**config.mk**
```make
export PLATFORM = sky130hd
export DESIGN_NAME = op_issue_scheduler
export DESIGN_NICKNAME = d
export VERILOG_FILES = /design/src/rtl/op_issue_scheduler.sv
export SDC_FILE = /design/constraint.sdc
export NUM_CORES = 1
export LEC_CHECK = 0
export CORE_MARGIN = 3
export CORE_UTILIZATION = 39
export DETAILED_ROUTE_END_ITERATION = 10
export PLACE_DENSITY = 0.61
export SYNTH_ARGS = -nofsm -noshare
export SYNTH_HDL_FRONTEND = slang
export SYNTH_SLANG_ARGS = --single-unit
```
**constraint.sdc**
```tcl
create_clock -name clk -period 6.25 [get_ports clk]
set_input_delay 1.25 -clock clk [delete_from_list [all_inputs] [get_ports clk]]
set_output_delay 1.25 -clock clk [all_outputs]
set_load 0.02 [all_outputs]
```
**src/rtl/op_issue_scheduler.sv**
```systemverilog
// Operation issue scheduler: queues FHE operations from the host, issues them
// one at a time to the cpu and holds each until done, stalls on writeback
// hazards against the last retired op, drops NO_OPs and flags hung ops.

package op_issue_pkg;

    localparam int REG_NPOLY = 8;
    localparam int IDX_W     = $clog2(REG_NPOLY);

    typedef enum logic [2:0] {
        NO_OP     = 3'd0,
        CT_CT_ADD = 3'd1,
        CT_PT_ADD = 3'd2,
        CT_CT_MUL = 3'd3,
        CT_PT_MUL = 3'd4
    } op_mode_e;

    typedef struct packed {
        op_mode_e           mode;
        logic [IDX_W-1:0]   idx1_a;
        logic [IDX_W-1:0]   idx1_b;
        logic [IDX_W-1:0]   idx2_a;
        logic [IDX_W-1:0]   idx2_b;
        logic [IDX_W-1:0]   out_a;
        logic [IDX_W-1:0]   out_b;
    } operation;

endpackage

module op_issue_scheduler
    import op_issue_pkg::*;
#(
    parameter int DEPTH   = 4,
    parameter int WB_GAP  = 2,
    parameter int TIMEOUT = 64,
    parameter int CNT_W   = 16
) (
    input  logic                       clk,
    input  logic                       reset,
    input  logic                       in_valid,
    input  operation                   in_op,
    output logic                       in_ready,
    input  logic                       done_in,
    input  logic                       err_clr,
    output operation                   op_out,
    output logic                       busy,
    output logic                       err_timeout,
    output logic [$clog2(DEPTH+1)-1:0] fifo_count,
    output logic [CNT_W-1:0]           issued_cnt,
    output logic [CNT_W-1:0]           retired_cnt
);

    localparam int PTR_W = (DEPTH > 1) ? $clog2(DEPTH) : 1;
    localparam int OCC_W = $clog2(DEPTH + 1);
    localparam int TMR_W = $clog2(TIMEOUT + 1);
    localparam int GAP_W = $clog2(WB_GAP + 2);

    typedef enum logic [1:0] {
        S_IDLE  = 2'd0,
        S_ISSUE = 2'd1,
        S_WAIT  = 2'd2,
        S_ERROR = 2'd3
    } state_e;

    state_e             state_q, state_d;
    operation           fifo_mem [DEPTH];
    logic [PTR_W-1:0]   wr_ptr_q, rd_ptr_q;
    logic [OCC_W-1:0]   count_q;
    operation           op_reg_q;
    logic [TMR_W-1:0]   timer_q;
    logic [GAP_W-1:0]   gap_q;
    logic [IDX_W-1:0]   last_a_q, last_b_q;
    logic               err_q;
    logic [CNT_W-1:0]   issued_q, retired_q;

    logic               full, empty, push, pop;
    logic               issue_en, retire, timeout_hit, hazard;
    operation           head;

    assign full       = (count_q == OCC_W'(DEPTH));
    assign empty      = (count_q == '0);
    assign in_ready   = !full;
    assign push       = in_valid && in_ready;
    assign head       = fifo_mem[rd_ptr_q];
    assign fifo_count = count_q;
    assign issued_cnt  = issued_q;
    assign retired_cnt = retired_q;
    assign err_timeout = err_q;

    // A head op conflicts if any of its registers matches a dest of the op that just retired
    always_comb begin
        hazard = (head.idx1_a == last_a_q) || (head.idx1_a == last_b_q) ||
                 (head.idx1_b == last_a_q) || (head.idx1_b == last_b_q) ||
                 (head.idx2_a == last_a_q) || (head.idx2_a == last_b_q) ||
                 (head.idx2_b == last_a_q) || (head.idx2_b == last_b_q) ||
                 (head.out_a  == last_a_q) || (head.out_a  == last_b_q) ||
                 (head.out_b  == last_a_q) || (head.out_b  == last_b_q);
    end

    // FSM state register
    always_ff @(posedge clk or negedge reset) begin
        if (!reset) state_q <= S_IDLE;
        else        state_q <= state_d;
    end

    // Next-state logic plus the control strobes that drive the FIFO and datapath
    always_comb begin
        state_d     = state_q;
        pop         = 1'b0;
        issue_en    = 1'b0;
        retire      = 1'b0;
        timeout_hit = 1'b0;
        case (state_q)
            S_IDLE: begin
                if (!empty) begin
                    if (head.mode == NO_OP) begin
                        pop = 1'b1;
                    end else if (!(hazard && (gap_q != '0))) begin
                        pop      = 1'b1;
                        issue_en = 1'b1;
                        state_d  = S_ISSUE;
                    end
                end
            end
            S_ISSUE: state_d = S_WAIT;
            S_WAIT: begin
                if (done_in) begin
                    retire  = 1'b1;
                    state_d = S_IDLE;
                end else if (timer_q == TMR_W'(TIMEOUT)) begin
                    timeout_hit = 1'b1;
                    state_d     = S_ERROR;
                end
            end
            S_ERROR: begin
                if (err_clr) state_d = S_IDLE;
            end
            default: state_d = S_IDLE;
        endcase
    end

    // Outputs: the latched op is only visible to the cpu while it is in flight
    always_comb begin
        op_out = '0;
        busy   = 1'b0;
        if (state_q == S_ISSUE || state_q == S_WAIT) begin
            op_out = op_reg_q;
            busy   = 1'b1;
        end
    end

    // FIFO storage is not reset; only the pointers and occupancy define validity
    always_ff @(posedge clk) begin
        if (push) fifo_mem[wr_ptr_q] <= in_op;
    end

    // FIFO pointers and occupancy, push and pop may coincide
    always_ff @(posedge clk or negedge reset) begin
        if (!reset) begin
            wr_ptr_q <= '0;
            rd_ptr_q <= '0;
            count_q  <= '0;
        end else begin
            if (push) wr_ptr_q <= wr_ptr_q + PTR_W'(1);
            if (pop)  rd_ptr_q <= rd_ptr_q + PTR_W'(1);
            if (push && !pop)      count_q <= count_q + OCC_W'(1);
            else if (pop && !push) count_q <= count_q - OCC_W'(1);
        end
    end

    // Datapath: in-flight op, watchdog timer, writeback gap, hazard tags, error flag, counters
    always_ff @(posedge clk or negedge reset) begin
        if (!reset) begin
            op_reg_q  <= '0;
            timer_q   <= '0;
            gap_q     <= '0;
            last_a_q  <= '0;
            last_b_q  <= '0;
            err_q     <= 1'b0;
            issued_q  <= '0;
            retired_q <= '0;
        end else begin
            if (issue_en) begin
                op_reg_q <= head;
                issued_q <= issued_q + CNT_W'(1);
            end
            if (state_q == S_ISSUE) begin
                timer_q <= '0;
            end else if (state_q == S_WAIT && !done_in && timer_q != TMR_W'(TIMEOUT)) begin
                timer_q <= timer_q + TMR_W'(1);
            end
            if (retire) begin
                retired_q <= retired_q + CNT_W'(1);
                last_a_q  <= op_reg_q.out_a;
                last_b_q  <= op_reg_q.out_b;
                gap_q     <= GAP_W'(WB_GAP);
            end else if (state_q == S_IDLE && gap_q != '0) begin
                gap_q <= gap_q - GAP_W'(1);
            end
            if (timeout_hit) begin
                err_q <= 1'b1;
            end else if (state_q == S_ERROR && err_clr) begin
                err_q <= 1'b0;
            end
        end
    end

endmodule
```
## Yosys cells after proc, flatten, opt, wreduce, memory -nomap -nowiden

Memory sizes are Yosys's and may differ from the RTL's.
Index checks and enable logic that the tools add are counted.

| cells by class | value |
|---|---|
| $add $sub $neg | 8 |
| eq/ne operators | 23 |
| muxes and demuxes | 31 |
| reductions and logical operators | 33 |

Operator list:

| kind | count |
|---|---|
| $eq A3 B3 Y1 | 12 |
| $add A16 B1 Y16 const B | 2 |
| $mux W21 | 1 |
| $mux W1 | 17 |
| $mux W2 | 8 |
| $mux W7 | 2 |
| $logic_or A1 B1 Y1 | 12 |
| $reduce_bool A2 Y1 | 5 |
| $logic_and A1 B1 Y1 | 8 |
| $ne A2 B2 Y1 const B | 4 |
| $pmux W2 S4 | 1 |
| $add A7 B1 Y7 const B | 1 |
| $eq A7 B7 Y1 const B | 1 |
| $ne A7 B7 Y1 const B | 1 |
| $logic_not A3 Y1 | 2 |
| $mux W3 | 2 |
| $reduce_and A5 Y1 | 1 |
| $add A2 B1 Y2 const B | 2 |
| $eq A2 B2 Y1 const B | 2 |
| $logic_not A1 Y1 | 4 |
| $add A3 B1 Y3 const B | 1 |
| $eq A3 B3 Y1 const B | 1 |
| $ne A3 B3 Y1 const B | 1 |
| $sub A3 B1 Y3 const B | 1 |
| 3 further kinds | 3 |

| storage, ports and cells | value |
|---|---|
| flip-flop bits (word level) | 78 |
| RAM bits | 84 |
| bits of input ports | 26 |
| output and inout bits | 59 |
| word-level logic and storage cells | 114 |
| memories | 1 |

Memory list:

| name | words | width | rd ports | clocked after Yosys merged registers in | wr ports | line | RTL |
|---|---|---|---|---|---|---|---|
| fifo_mem | 4 | 21 | 1 | 0 | 1 | 66 | `operation fifo_mem [DEPTH];` |

## Longest topological paths before layout

Gate-level depths: netlist of run 1.
An unclocked memory read counts as a cell.

| logic depth | value |
|---|---|
| depth in word-level cells | 21 |
| gate-level depth with buffers | 14 |
| gate-level depth less buffers | 12 |

## Least setup slack after synthesis of run 1

OpenSTA, ideal clock, no wires.

| timing path | value |
|---|---|
| kind | register to register |
| start | register rd_ptr_q[0] |
| end | register count_q[1] (netlist: fifo_count[1]) |
| library setup time | 0.125 ns |
| data arrival time | 3.040 ns |
| data required time | 6.125 ns |
| setup slack | 3.086 ns |
| stages on the path, launching flop included | 13 |
| buffers on the path | 2 |
| period minus slack after synthesis | 3.164 ns |
| path through | dfrtp_1 -> buf_4 -> buf_12 -> mux4_2 -> xnor2_1 -> nand3_1 -> nand4_2 -> o31ai_4 -> o21ai_0 -> ha_1 -> inv_1 -> fa_1 -> mux2_2 |

| between the ends | value |
|---|---|
| cells in the longest elaborated chain, start to end | 21 |
| elaborated cells on any way between the ends | 35 |
| classes of those cells | eq/ne (12); mux (5); reduce/logical (17); memory (1) |

RTL lines:

| item | line | RTL |
|---|---|---|
| start, declared | 67 | `logic [PTR_W-1:0] wr_ptr_q, rd_ptr_q;` |
| start signal, assigned | 165 | `if (pop) rd_ptr_q <= rd_ptr_q + PTR_W'(1);` |
| $mem_v2 Z4 W21 * | - |  |
| $eq A3 B3 Y1 | 92 | `hazard = (head.idx1_a == last_a_q) \|\| (head.idx1_a == last_b_q) \|\|` |
| $logic_or A1 B1 Y1 (2 in a row) | 92 |  |
| $logic_or A1 B1 Y1 (2 in a row) | 93 | `(head.idx1_b == last_a_q) \|\| (head.idx1_b == last_b_q) \|\|` |
| $logic_or A1 B1 Y1 (2 in a row) | 94 | `(head.idx2_a == last_a_q) \|\| (head.idx2_a == last_b_q) \|\|` |
| $logic_or A1 B1 Y1 (2 in a row) | 95 | `(head.idx2_b == last_a_q) \|\| (head.idx2_b == last_b_q) \|\|` |
| $logic_or A1 B1 Y1 (2 in a row) | 96 | `(head.out_a == last_a_q) \|\| (head.out_a == last_b_q) \|\|` |
| $logic_or A1 B1 Y1 | 97 | `(head.out_b == last_a_q) \|\| (head.out_b == last_b_q);` |
| $logic_and A1 B1 Y1 | 118 | `end else if (!(hazard && (gap_q != '0))) begin` |
| $mux W1 | 118 |  |
| $mux W1 * | 116 | `if (head.mode == NO_OP) begin` |
| $mux W1 * | 115 | `if (!empty) begin` |
| $mux W1 * | 113 | `case (state_q)` |
| $logic_not A1 Y1 | 166 | `if (push && !pop) count_q <= count_q + OCC_W'(1);` |
| $logic_and A1 B1 Y1 | 166 |  |
| $mux W3 or $reduce_bool A2 Y1 (tied branches) | - |  |
| end signal, assigned | 166 |  |
| end signal, assigned | 167 | `else if (pop && !push) count_q <= count_q - OCC_W'(1);` |
| end, declared | 68 | `logic [OCC_W-1:0] count_q;` |

Mark *: on every way between the ends. The rest lies on a longest branch, timed or not.
A chain may end at the register's enable or synchronous reset.

## Worst setup path in the final report of run 1

Same ends and word-level chain as after synthesis.

==> out/results.ini, run 1 <==
[place]
hpwlAfterDp_um = 9960
post-place-cells = 800
gp_congestion = 0.812
port_buffers = 84

[floorplan]
initial_core_util = 0.400
core_um2 = 18100
ioPinCount = 85
fp.dieH_um = 142
row_count = 49
dieArea_um2 = 20200
die_w_um = 142

[cells_and_area]
fin_util = 0.490
synthToLayoutAreaGrowth_pct = 22.5
drive_gt1_frac = 0.134
final_cells = 832
diodes = 0
nets = 631
fillerInstances = 1520

[sta]
final_max_slew_viol_count = 0
grt_setup_unrepaired = false
tightest_slew_ps = 1210
relSlewSlack = 0.192
finalSetupTns_ps = 0
final.min_clock_period_ps = 4320
timing.hold.ws_ps = 468
worst_clock_skew_ps = 10.2
fin_crit_sh = 0.692
hold_viol_final = 0
setup_viol = 0
max_freq_mhz = 231

[global_route]
grt_pass1_vias = 4378
grt_max_degree = 79
antenna_found_initial = 0
grt_use_total = 0.150
overflow = 0
grt_pass1_wl_um = 23500

[yosys]
yosys.area.top_type_share = 0.349
ys_seq_area_frac = 0.618
synth_area_um2 = 7240
synthDistinctLibCells = 40
synth_top_area_cell = edfxtp_1
synthCells = 504
synth.area.top_cells = edfxtp_1 (35%), dfrtp_1 (27%), xnor2_1 (8.6%), mux4_2 (6.5%), mux2_4 (3.9%)
ys_warn_count = 0
synth-seq-cells = 162
avgSynthCellArea_um2 = 14.4
syn_nets = 545

[worst_setup_path]
worstSetupEndpoint = fifo_count[1]$_DFFE_PN0P_
crit_path_start = rd_ptr_q[0]$_DFFE_PN0P_
cp_cell_sequence = buf_4 -> mux4_2 -> xnor2_1 -> nand3_1 -> nand4_2 -> o31ai_4 -> o21ai_0 -> ha_1 -> inv_1 -> fa_1 -> mux2_2
r2r_start = rd_ptr_q[0]$_DFFE_PN0P_
worst_setup_path_end_kind = flip-flop
r2r_end = fifo_count[1]$_DFFE_PN0P_
cp_data_arrival_time_ps = 4640
required_ps = 6570
slowest_stage = dfrtp_1
cp-start-kind = flip-flop
cp_max_fo = 17
reg2reg_depth = 11
r2r_setup_slack_ps = 1930
crit_path_max_incr_delay_ps = 800
crit_type = flip-flop to flip-flop

[pwr]
power_density_nw_per_um2 = 546
ir_drop_mv = 0.289
leakage_nw = 3.41
p_total_mw = 4.85

[route]
ant_nets = 0
avgRoutedWirePerCell_um = 17.2
avgViaCountPerCell = 5.07
drtPass1Iterations = 4
drtIter0Drc = 226
vias = 4218
drc = 0
wirelength_um = 14300

[run_status]
status = complete, no violations

[cts]
cts_root_buf = clkbuf_16
cts_buffers = 17
postCtsResizedCells = 0
cts_tree = built
cts-htree-levels = 4
postCtsHoldBufs = 0
cts_buffer_depth = 2
clk_pin_slew_ps = 70
cts_setup_buffers = 0
clk_latency_ps = 430
cts_sinks = 162

[hold_path]
hp-start = retired_cnt[15]$_DFFE_PN0P_
hold_path.class = flip-flop to flip-flop

[flow_run]
max-cap-violations = 0

==> final cells by class <==
class / instances / area, um^2 / share of cell area
inverters: 15 / 56.3 / 0.00635
clock inverters: 14 / 179 / 0.0202
multi-input cells: 309 / 2600 / 0.293
clock buffers: 18 / 429 / 0.0484
flip-flops and latches: 162 / 4470 / 0.505
repair buffers: 85 / 846 / 0.0954
well taps: 229 / 287 / 0.0323
==> per-stage QoR <==
step,area [um^2],worst slack (ps)
finish,8870,1930
CTS,8870,1850
detailed placement,8260,1850
global route,8870,1550
global placement,8260,1920
floorplan,7240,3090
==> power by group <==
part,switching [mW],internal [mW]
Sequential,0.259,1.42
Combinational,1.08,1.04
Clock,0.424,0.634
Total,1.76,3.09
==> sequential cells by signal, indices dropped and copies added, names as in the netlist, 3 cells and up <==
| register | flops |
|---|---|
| timer_q | 7 |
| op_reg_q | 21 |
| fifo_count | 3 |
| issued_cnt | 16 |
| retired_cnt | 16 |
| last_a_q | 3 |
| fifo_mem | 84 |
| last_b_q | 3 |
==> cell usage in the layout (no fill, tap or decap), types with 3 or more instances in the layout <==
master,synthesis,routed
dfrtp_1,78,78
xor2_1,8,8
mux2_4,19,19
nand2_1,43,43
and3_1,10,10
nor3_1,7,6
xnor2_1,71,71
mux4_2,21,21
o21ai_0,3,3
and2_1,22,22
bufinv_16,0,3
inv_1,15,15
nor4_1,3,3
mux2_2,4,4
clkinvlp_4,0,3
nand3_1,31,31
edfxtp_1,84,84
clkdlybuf4s50_1,0,83
ha_1,14,14
clkbuf_16,0,17
nand4_1,10,10
nor2_1,23,23
==> cells by family (layout without fill, tap and decap cells) <==
group,after synthesis,count (layout),share of synthesized area
compound gates,13,13,0.0140
xor+xnor,79,79,0.0956
fa+ha+maj,15,15,0.0270
buf+inv,33,132,0.0235
flops,162,162,0.618
mux,44,44,0.111
simple gates,158,158,0.111
==> critical path: cells and delay by family (launching register included) <==
kind	cells	cell delay (ps)
AO/OA/AOI/OAI	2	980
AND/OR/NAND/NOR	2	280
adder cells (fa/ha/maj)	2	660
multiplexers	2	850
flip-flops	1	800
XOR/XNOR	1	150
buffers and inverters	2	460
==> cells in the mapped netlist, drive strengths merged <==
master / number
edfxtp: 84
dfrtp: 78
xnor2: 71
nand2: 44
nand3: 31
and2: 23
mux2: 23
nor2: 23
mux4: 21
inv: 15
ha: 14
buf: 12
nand4: 12
and3: 10
xor2: 8
nor3: 7
clkbuf: 6
nor4: 3
o21ai: 3
a21oi: 2
and4: 2
o211ai: 2
a21o: 1
a2bb2oi: 1
a31oi: 1
a41oi: 1
fa: 1
nand2b: 1
nand4b: 1
nor2b: 1
o2bb2ai: 1
o31ai: 1
==> routing by layer <==
| metal | vias up | track usage | share of wire | routed length (um) |
|---|---|---|---|---|
| met2 | 86 | 0.238 | 0.48 | 6900 |
| met4 | 0 | 0.0455 | 0.012 | 178 |
| met1 | 2153 | 0.206 | 0.47 | 6730 |
| li1 | 1965 | - | - | - |
| met5 | - | 0 | 0 | 0 |
| met3 | 14 | 0.0380 | 0.034 | 481 |
==> how the worst min path moves through the flow <==
stage,to,slack [ps],depth (start not counted)
2_1_floorplan,last_a_q[2]$_DFFE_PN0P_,450,2
5_1_grt,retired_cnt[15]$_DFFE_PN0P_,480,1
4_1_cts,retired_cnt[15]$_DFFE_PN0P_,470,1
6_report,retired_cnt[15]$_DFFE_PN0P_,470,1
3_5_place_dp,retired_cnt[15]$_DFFE_PN0P_,470,1
3_3_place_gp,retired_cnt[15]$_DFFE_PN0P_,470,1
(Power assumes the default switching activity.)
==> inputs of run 2 (changes only) <==
- clock period: 6.25 -> 4.2 ns (I/O delays scaled with it)
==> out/results.ini, run 2 (synthesis gave the netlist of run 1 again) <==
[sta]
finalSetupTns_ps = 0  ; unchanged
worst_clock_skew_ps = 8.37  ; -1.87 ps
max_freq_mhz = 292  ; +26%
final_max_slew_viol_count = 0  ; unchanged
fin_crit_sh = 0.815  ; +0.124
final.min_clock_period_ps = 3420  ; -897 ps
setup_viol = 0  ; unchanged
relSlewSlack = 0.319  ; +0.127
tightest_slew_ps = 1020  ; -190 ps
grt_setup_unrepaired = false
hold_viol_final = 0  ; unchanged

[cells_and_area]
largest_reg_flops = 84  ; unchanged
seqCellArea_um2 = 4470  ; unchanged
top_regs = fifo_mem x84, op_reg_q x21
synthToLayoutAreaGrowth_pct = 22.7
multi_input_area_um2 = 2600  ; unchanged
drive_gt1_frac = 0.136  ; +0.00174
diodes = 0  ; unchanged
nets = 638  ; +1.1%
final_common_cell = edfxtp_1
fillerInstances = 1524  ; +0.26%
layout_common_cells = edfxtp_1 (84), clkdlybuf4s50_1 (83), dfrtp_1 (78)
top_register = fifo_mem

[worst_setup_path]
cp_cell_sequence = buf_4 -> mux4_2 -> xnor2_1 -> nand3_1 -> nand4_1 -> o31ai_4 -> o21ai_0 -> ha_1 -> inv_1 -> fa_1 -> xor2_1 -> nor2_1 -> xor2_1
crit_family = multiplexers
worst-path-buf-inv = 2  ; unchanged
slowest_stage = mux4_2
crit_type = flip-flop to flip-flop
cp_max_fo = 23  ; +6
cp_data_arrival_time_ps = 3770  ; -870 ps
crit_path_max_incr_delay_ps = 650  ; -150 ps
cp-start-kind = flip-flop
required_ps = 4550  ; -2020 ps
worst_setup_path_end_kind = flip-flop
path_common_cell = xor2_1

[pwr]
seq_power_share = 0.335  ; -0.011
p_sw_frac = 0.361  ; -0.00150
power.internal_mw = 4.59  ; +49%
p_total_mw = 7.19  ; +48%
p_sw_mw = 2.60  ; +48%
ir_drop_mv = 0.352  ; +22%
power_density_nw_per_um2 = 809  ; +48%
pwr-share-clk = 0.207  ; -0.012
leakage_nw = 3.43  ; +0.54%
share_comb_of_total_power = 0.458  ; +0.022

[route]
vias = 4179  ; -0.92%
wl_met2_um = 7040  ; +2.0%
drtIter0Drc = 245  ; +8.4%
routedLengthMet1_um = 6800  ; +1.1%
drc = 0  ; unchanged
avgViaCountPerCell = 4.98  ; -1.8%
ant_nets = 0  ; unchanged
wirelength_um = 14500  ; +1.7%
drtPass1Iterations = 5  ; +1
avgRoutedWirePerCell_um = 17.3  ; +0.81%
highest_layer = met4
route.met3.wl_um = 607  ; +26%

[flow_run]
max-cap-violations = 0  ; unchanged

[cts]
cts_setup_buffers = 0  ; unchanged
cts_tree = built
postCtsResizedCells = 0  ; unchanged
cts-htree-levels = 4  ; unchanged
cts_sinks = 162  ; unchanged
cts_root_buf = clkbuf_16
postCtsHoldBufs = 0  ; unchanged
cts_buffer_depth = 2  ; unchanged
clk_latency_ps = 420  ; about the same
clk_pin_slew_ps = 60  ; about the same
cts_buffers = 17  ; unchanged

[floorplan]
die_w_um = 142  ; unchanged
dieArea_um2 = 20200  ; unchanged
row_count = 49  ; unchanged
fp.dieH_um = 142  ; unchanged
ioPinCount = 85  ; unchanged
initial_core_util = 0.400  ; unchanged
core_um2 = 18100  ; unchanged

[global_route]
antenna_found_initial = 0  ; unchanged
overflow = 0  ; unchanged
grt_pass1_vias = 4387  ; +0.21%
grt_pass1_wl_um = 23800  ; +1.2%
grt_use_total = 0.154  ; +0.00327
grt_max_degree = 79  ; unchanged

[place]
gp_congestion = 0.763  ; -6.0%
hpwlAfterDp_um = 9850  ; -1.1%
port_buffers = 84  ; unchanged

[run_status]
status = complete, no violations

[hold_path]
hold_path.class = flip-flop to flip-flop

[run 2: path summary, 6_finish.rpt]
check,startpoint,endpoint,slack (ps),cells past startpoint
setup / recovery,rd_ptr_q[0]$_DFFE_PN0P_,fifo_count[2]$_DFFE_PN0P_,780,13
hold reg to reg,issued_cnt[15]$_DFFE_PN0P_,issued_cnt[15]$_DFFE_PN0P_,490,1
setup reg to reg,rd_ptr_q[0]$_DFFE_PN0P_,fifo_count[2]$_DFFE_PN0P_,780,13
hold / removal,issued_cnt[15]$_DFFE_PN0P_,issued_cnt[15]$_DFFE_PN0P_,490,1
min in group asynchronous,reset,timer_q[4]$_DFFE_PN0P_,600,1
max in group asynchronous,reset,op_reg_q[17]$_DFFE_PN0P_,2950,1
[run 2: layout make-up]
type                            instances  area share
Timing Repair Buffer                   92       0.101
Clock buffer                           24      0.0520
Tap cell                              229      0.0323
Clock inverter                          8      0.0118
Sequential cell                       162       0.504
Inverter                               15     0.00634
Multi-Input combinational cell        309       0.293
[run 2: metal layers]
metal  track usage  vias to the layer above
met4        0.0444                        0
met2         0.250                       89
met3        0.0437                        5
met5             0                        -
met1         0.201                     2110
li1              -                     1975
[run 2: power groups by stage]
stage	Combinational (mW)	Sequential [mW]	Clock, mW
2_1_floorplan	2.39	2.35	0
3_3_place_gp	3.28	2.43	0
3_5_place_dp	3.34	2.44	0
4_1_cts	3.35	2.41	1.53
5_1_grt	3.58	2.46	1.60
6_report	3.29	2.41	1.49
[run 2: metrics by stage]
stage	hold slack [ps]	cell area [um^2]	instances	setup slack (ps)	utilization
CTS	485	8880	839	725	0.491
global placement	463	8310	807	823	0.460
finish	491	8880	839	775	0.491
detailed placement	478	8310	807	735	0.460
global route	521	8880	839	472	0.491
floorplan	448	7240	504	1040	-
